$ cat config.mk
export PLATFORM = sky130hd
export DESIGN_NAME = flag_gen
export DESIGN_NICKNAME = d
export VERILOG_FILES = /design/src/rtl/flag_gen.sv
export SDC_FILE = /design/constraint.sdc
export NUM_CORES = 1
export LEC_CHECK = 0
export CORE_MARGIN = 2
export CORE_UTILIZATION = 30
export CTS_CLUSTER_SIZE = 40
export DETAILED_ROUTE_END_ITERATION = 10
export SYNTH_ARGS = -nofsm -noshare
export SYNTH_HDL_FRONTEND = slang
export SYNTH_SLANG_ARGS = --single-unit
export TNS_END_PERCENT = 30
$ cat constraint.sdc
create_clock -name clk -period 1.75 [get_ports clk]
set_clock_uncertainty 0.15 [all_clocks]
set_input_delay 0.35 -clock clk [delete_from_list [all_inputs] [get_ports clk]]
set_output_delay 0.35 -clock clk [all_outputs]
set_load 0.01 [all_outputs]
$ cat src/rtl/flag_gen.sv
// Condition-flag generator: one-entry capture stage feeding a {Z,V,N} register.
// Define FLAG_FWD_EN to forward the pending merged flags to z/v/n and tie busy low.
module flag_gen (
  input  logic        clk,
  input  logic        rst_n,
  input  logic        in_valid,
  input  logic        stall,
  input  logic        flush,
  input  logic [2:0]  op,
  input  logic [15:0] a,
  input  logic [15:0] b,
  input  logic [15:0] result,
  output logic        z,
  output logic        v,
  output logic        n,
  output logic        busy
);

  localparam int unsigned DATA_W = 16;
  localparam int unsigned OP_W   = 3;

  localparam logic [OP_W-1:0] OP_ADD   = 3'b001;
  localparam logic [OP_W-1:0] OP_SUB   = 3'b010;
  localparam logic [OP_W-1:0] OP_LOGIC = 3'b011;
  localparam logic [OP_W-1:0] OP_SHIFT = 3'b100;
  localparam logic [OP_W-1:0] OP_LOADF = 3'b101;

  typedef enum logic {
    IDLE = 1'b0,
    PEND = 1'b1
  } state_t;

  typedef struct packed {
    logic [OP_W-1:0]   op;
    logic [DATA_W-1:0] a;
    logic [DATA_W-1:0] b;
    logic [DATA_W-1:0] result;
  } s1_t;

  typedef struct packed {
    logic z;
    logic v;
    logic n;
  } flags_t;

  state_t state_q, state_d;
  s1_t    s1_q, s1_d;
  flags_t flags_q, flags_d;
  flags_t merged_c;
  logic   zc_c, nc_c, vadd_c, vsub_c;

  // Architectural flags with the captured update merged in.
  always_comb begin
    zc_c     = (s1_q.result == '0);
    nc_c     = s1_q.result[DATA_W-1];
    vadd_c   = (s1_q.a[DATA_W-1] == s1_q.b[DATA_W-1]) && (nc_c != s1_q.a[DATA_W-1]);
    vsub_c   = (s1_q.a[DATA_W-1] != s1_q.b[DATA_W-1]) && (nc_c != s1_q.a[DATA_W-1]);
    merged_c = flags_q;
    case (s1_q.op)
      OP_ADD:             merged_c = '{z: zc_c, v: vadd_c, n: nc_c};
      OP_SUB:             merged_c = '{z: zc_c, v: vsub_c, n: nc_c};
      OP_LOGIC, OP_SHIFT: merged_c.z = zc_c;
      OP_LOADF:           merged_c = flags_t'(s1_q.a[2:0]);
      default:            merged_c = flags_q;
    endcase
  end

  // Capture/commit control; flush beats stall, stall freezes everything.
  always_comb begin
    state_d = state_q;
    s1_d    = s1_q;
    flags_d = flags_q;
    if (flush) begin
      state_d = IDLE;
    end else if (!stall) begin
      state_d = in_valid ? PEND : IDLE;
      s1_d    = '{op: op, a: a, b: b, result: result};
      if (state_q == PEND) begin
        flags_d = merged_c;
      end
    end
  end

  always_ff @(posedge clk or negedge rst_n) begin
    if (!rst_n) begin
      state_q <= IDLE;
      s1_q    <= '0;
      flags_q <= '0;
    end else begin
      state_q <= state_d;
      s1_q    <= s1_d;
      flags_q <= flags_d;
    end
  end

`ifdef FLAG_FWD_EN
  always_comb begin
    {z, v, n} = (state_q == PEND) ? merged_c : flags_q;
    busy      = 1'b0;
  end
`else
  always_comb begin
    {z, v, n} = flags_q;
    busy      = (state_q == PEND);
  end
`endif

endmodule

After elaboration in Yosys (flattened, before gate mapping)

Cells that the tools add are included.

Magnitude comparators: 0
Reduce and logical (&&, ||, !) cells: 9
Add/sub/neg operators: 0
Div/mod/pow operators: 0
Muxes and demuxes: 5
Equal/unequal tests: 9
Bitwise operators: 2
$mul: 0
Shifts and indexed selects: 0

Operators by type and width:

| operator                                                               | number |
|---|---|
| 16-bit zero test                                                       | 1 |
| 4-bit AND reduction                                                    | 2 |
| 3-bit by 2-bit equality test with 1-bit output (second input constant) | 2 |
| 3-bit equality test (second input constant)                            | 2 |
| 2-bit one-hot mux with 3 select lines                                  | 1 |
| 4-bit OR reduction                                                     | 1 |
| 3-bit by 1-bit equality test with 1-bit output (second input constant) | 1 |
| 1-bit 2-to-1 mux                                                       | 3 |
| 3-bit nonzero test                                                     | 1 |
| 1-bit logical AND                                                      | 2 |
| 1-bit != test                                                          | 2 |
| 2-bit by 1-bit != test with 1-bit output (second input constant)       | 1 |
| 1-bit inverter                                                         | 2 |
| 1-bit one-hot mux with 2 select lines                                  | 1 |
| 2-bit AND reduction                                                    | 1 |
| 2-bit nonzero test                                                     | 1 |
| 1-bit equality test                                                    | 1 |

Register bits after elaboration: 55
Bits in latches: 0
Bits in writable memories: 0
Memories: 0
Memory bits (read-only): 0
Output and inout bits: 4

Longest topological paths before layout

Gate-level depths: netlist of the first run.

Depth in word-level cells: 4
Mapped depth: 5
Depth with buffers taken out: 4

Least setup slack after synthesis of the first run

No wires, ideal clock.

Path kind: reg-to-reg
Start: register s1_q (netlist bit nc_c)
End: register flags_q (netlist bit z)
Setup slack: 262 ps
Library setup time: 77 ps
Required time: 1523 ps
Clock period less this slack: 1488 ps
Cell stages (with the launch flop): 5
Arrival: 1260 ps
Cell sequence: dfrtp_1 > or4_4 > nor3_2 > a32oi_1 > a21oi_1

Longest elaborated chain between the ends: 2

RTL lines:

| what                                  | line | text |
|---|---|---|
| start: declaration                    | 47   | `s1_t s1_q, s1_d;` |
| start signal: assignment              | 87   | `s1_q <= '0;` |
| start signal: assignment              | 91   | `s1_q <= s1_d;` |
| 16-bit zero test                      | 54   | `zc_c = (s1_q.result == '0);` |
| 1-bit one-hot mux with 2 select lines | 59   | `case (s1_q.op)` |
| end signal: assignment                | 92   | `flags_q <= flags_d;` |
| end: declaration                      | 48   | `flags_t flags_q, flags_d;` |

No other way between the ends.
A chain may end at the register's enable or synchronous reset.

Worst setup path in the final report of the first run

Start: register flags_q (netlist bit z)
End: output port z

RTL lines:

| what             | line | text |
|---|---|---|
| end: declaration | 13   | `output logic z,` |

No word-level cell between the ends.

==> impl_metrics.prom, run 1 <==
# TYPE chip_impl_metric gauge
chip_impl_metric{name="placement.io_buffers",unit=""} 32
chip_impl_metric{name="place.detailed.hpwl",unit="microns"} 1640
chip_impl_metric{name="final_layout_size_suffix_gt1_frac",unit=""} 0.298
chip_impl_metric{name="clkSlewWorstSetupHoldPaths",unit="ps"} 90
chip_impl_metric{name="buffering_stage_count_on_the_worst_path_with_inverters_included",unit=""} 1
chip_impl_info{name="start_kind",value="register"} 1
chip_impl_metric{name="viasPerCell",unit=""} 4.84
chip_impl_metric{name="timing.slew.headroom",unit=""} 0.753
chip_impl_metric{name="route.detailed.drc",unit=""} 0
chip_impl_metric{name="cts_max_level",unit=""} 1
chip_impl_metric{name="layout_min_cycle_time",unit="ps"} 1670
chip_impl_metric{name="sequential_share_of_the_synthesized_area",unit=""} 0.588
chip_impl_metric{name="antenna_found_initial",unit=""} 0
chip_impl_metric{name="last_weighted_congestion_value_of_the_routability_driven_placer",unit=""} 0.652
chip_impl_metric{name="synthesis.area",unit="sq um"} 1190
chip_impl_metric{name="fin_crit_sh",unit=""} 0.954
chip_impl_metric{name="antenna_left",unit=""} 0
chip_impl_metric{name="postRouteWirelength",unit="microns"} 2200
chip_impl_metric{name="synthCells",unit=""} 85
chip_impl_info{name="run_status",value="finished clean"} 1
chip_impl_metric{name="p_leak",unit="nW"} 0.692
chip_impl_metric{name="core_region_area",unit="sq um"} 3740
chip_impl_info{name="clock-root-buffer",value="clkbuf_8"} 1
chip_impl_metric{name="fmaxAchievable",unit="MHz"} 599
chip_impl_metric{name="fin_worst_hold_slack",unit="ps"} 298
chip_impl_metric{name="wl_per_cell",unit="microns"} 13.0
chip_impl_info{name="holdCritPathClass",value="in2async"} 1
chip_impl_metric{name="mappedNetlistNets",unit=""} 141
chip_impl_metric{name="overflow_left_after_global_routing",unit=""} 0
chip_impl_metric{name="crit_path_max_fanout",unit=""} 2
chip_impl_metric{name="netlist-cell-type-count",unit=""} 22
chip_impl_metric{name="dr_total_vias",unit=""} 818
chip_impl_metric{name="total_area_of_sequential_cells",unit="sq um"} 701
chip_impl_metric{name="multiInputGateArea",unit="sq um"} 477
chip_impl_metric{name="power.density_cell_area",unit="nW/um^2"} 1010
chip_impl_metric{name="grt_first_pass_wirelength",unit="microns"} 3680
chip_impl_metric{name="maxCapViolCount",unit=""} 0
chip_impl_metric{name="clock_insertion_delay_worst_skew",unit="ps"} 270
chip_impl_info{name="crit_chain",value="clkdlybuf4s50_1"} 1
chip_impl_metric{name="worstPathArrival",unit="ps"} 1170
chip_impl_metric{name="cts_buffer_depth",unit=""} 2
chip_impl_info{name="path_class",value="reg2out"} 1
chip_impl_metric{name="postSynthRegisterBits",unit=""} 28
chip_impl_metric{name="cts_post_setup_buffers_inserted",unit=""} 0
chip_impl_metric{name="global_route.usage.total",unit=""} 0.111
chip_impl_metric{name="num_io_pins",unit=""} 60
chip_impl_metric{name="floorplan.initialDensity",unit=""} 0.319
chip_impl_info{name="rsz0062_at_grt",value="no"} 1
chip_impl_info{name="timing.critical_path.max_delay_family",value="buffers and inverters"} 1
chip_impl_metric{name="area_growth_syn_to_layout",unit="%"} 39.8
chip_impl_metric{name="floorplan.die.height",unit="microns"} 67.0
chip_impl_metric{name="timing.final.max_slew_violations",unit=""} 0
chip_impl_metric{name="std_cell_rows",unit=""} 22
chip_impl_info{name="crit_start",value="z$_DFFE_PN0P_"} 1
chip_impl_metric{name="first_global_vias",unit=""} 851
chip_impl_metric{name="largest_net_degree_at_the_start_of_global_routing",unit=""} 29
chip_impl_metric{name="detailedRoute.firstIterationViolations",unit=""} 27
chip_impl_metric{name="dp_cells",unit=""} 165
chip_impl_info{name="r2r-start",value="nc_c$_DFFE_PN0P_"} 1
chip_impl_metric{name="cp_slowest_stage_delay",unit="ps"} 540
chip_impl_metric{name="antenna_cells",unit=""} 0
chip_impl_info{name="worst_setup_path_end_kind",value="primary output"} 1
chip_impl_metric{name="finish.cell_count_without_fillers",unit=""} 169
chip_impl_metric{name="setup_viol",unit=""} 0
chip_impl_metric{name="cts.repair.resized",unit=""} 0
chip_impl_metric{name="synth.yosys.warnings",unit=""} 0
chip_impl_metric{name="required_time_of_the_critical_path",unit="ps"} 1250
chip_impl_metric{name="drt_pass_1_iters",unit=""} 4
chip_impl_info{name="cp_slowest_cell",value="clkdlybuf4s50_1"} 1
chip_impl_metric{name="dieWidth",unit="microns"} 67.0
chip_impl_info{name="clock_tree_from_tritoncts",value="yes"} 1
chip_impl_metric{name="post_cts_hold_buffer_count",unit=""} 0
chip_impl_metric{name="clock-sinks",unit=""} 28
chip_impl_metric{name="cts-buffers-inserted",unit=""} 3
chip_impl_metric{name="floorplan.die_area",unit="sq um"} 4500
chip_impl_metric{name="final_net_count",unit=""} 178
chip_impl_metric{name="power.ir.vdd_worst",unit="V"} 0.000434
chip_impl_metric{name="tightestPinTransition",unit="ps"} 369
chip_impl_metric{name="synthesis.area_per_instance",unit="sq um"} 14.0
chip_impl_metric{name="fillCellCount",unit=""} 360
chip_impl_metric{name="final_number_of_hold_violating_endpoints",unit=""} 0
## Yosys cell counts (all sizes together)
library cell  number  area (sq um)
nor3               2          15.0
or3b               1          8.76
or4                2          22.5
nor4b              1          8.76
nor2               5          21.3
mux2              24           270
mux2i              2          20.0
o21ai              2          10.0
a32oi              1          8.76
dfrtp             28           701
nand2              2          7.51
o211a              1          10.0
and4b              1          10.0
a21oi              4          20.0
and3b              1          8.76
nor2b              1          6.26
buf                3          15.0
a221oi             1          8.76
nor4               2          12.5
nor3b              1          7.51
## layout make-up
type | instances | share of cell area
clock buffers | 3 | 0.0248
clock inverters | 1 | 0.0180
multi-input cells | 54 | 0.286
flip-flops and latches | 28 | 0.420
well taps | 48 | 0.0360
repair buffers | 35 | 0.215
## per-layer routing
metal | global-route usage | vias up | part of all wire | wire length (microns)
met4 | 0.0383 | 0 | 0 | 0
met5 | 0 | - | 0 | 0
li1 | - | 384 | - | -
met2 | 0.200 | 25 | 0.51 | 1130
met3 | 0.0270 | 0 | 0.075 | 165
met1 | 0.126 | 409 | 0.41 | 899
## sequential cells by signal, indices dropped and copies added (netlist names)
| name | cells |
|---|---|
| nc_c | 1 |
| s1_q | 23 |
| v | 1 |
| n | 1 |
| busy | 1 |
| z | 1 |
## logic make-up (layout without fill, tap and decap cells)
logic type             count (synthesis)  after routing  synth area share
DFF                                   28             28             0.588
muxes                                 26             26             0.243
and+or+nand+nor                       19             19             0.108
AOI/OAI and AO/OA                      9              9            0.0483
buffers and inverters                  3             39            0.0126
## layout by cell type, fill, tap and decap left out, drive strengths merged
cell type,Yosys,final
nor3,2,2
and4b,1,1
or3b,1,1
nor3b,1,1
nor4,2,2
o211a,1,1
nor4b,1,1
or4,2,2
dlymetal6s2s,0,1
nor2,5,5
nand2,2,2
a32oi,1,1
o21ai,2,2
a21oi,4,4
buf,3,3
nor2b,1,1
dfrtp,28,28
mux2,24,24
clkbuf,0,3
bufinv,0,1
clkdlybuf4s50,0,31
mux2i,2,2
a221oi,1,1
and3b,1,1
## report_power, final
| group | internal [mW] | switching, mW | total (mW) |
|---|---|---|---|
| combinational | 0.229 | 0.121 | 0.351 |
| sequential | 0.759 | 0.0700 | 0.829 |
| clock | 0.306 | 0.193 | 0.499 |
| total | 1.29 | 0.384 | 1.68 |
## stage by stage
| step | cell area (sq um) | utilization | TNS [ps] | power [mW] | worst slack (ps) |
|---|---|---|---|---|---|
| after global routing | 1670 | 0.445 | 0 | 1.78 | 12.6 |
| after global placement | 1590 | 0.425 | -392 | 1.19 | -18.5 |
| after detailed placement | 1590 | 0.425 | -963 | 1.20 | -46.7 |
| after CTS | 1660 | 0.445 | 0 | 1.71 | 10.6 |
| final | 1670 | 0.445 | 0 | 1.68 | 80.5 |
| after floorplan | 1190 | - | 0 | 1.01 | 262 |
## final timing paths
check,cells past startpoint,slack (ps),end
hold reg to reg,1,370,s1_q[32]$_DFFE_PN0P_
max in group asynchronous,2,900,s1_q[6]$_DFFE_PN0P_
setup / recovery,1,80,z
min in group clk,1,370,s1_q[32]$_DFFE_PN0P_
setup reg to reg,5,160,v$_DFFE_PN0P_
hold / removal,2,300,v$_DFFE_PN0P_
Power figures use the tool's default switching activity.
==> inputs of run 2 (changes only) <==
- ABC_CLOCK_PERIOD_IN_PS: not set -> 1750
- GPL_ROUTABILITY_DRIVEN: not set -> 1
==> results of run 2 <==
Final layout, timing and power as in run 1 (identical DEF).
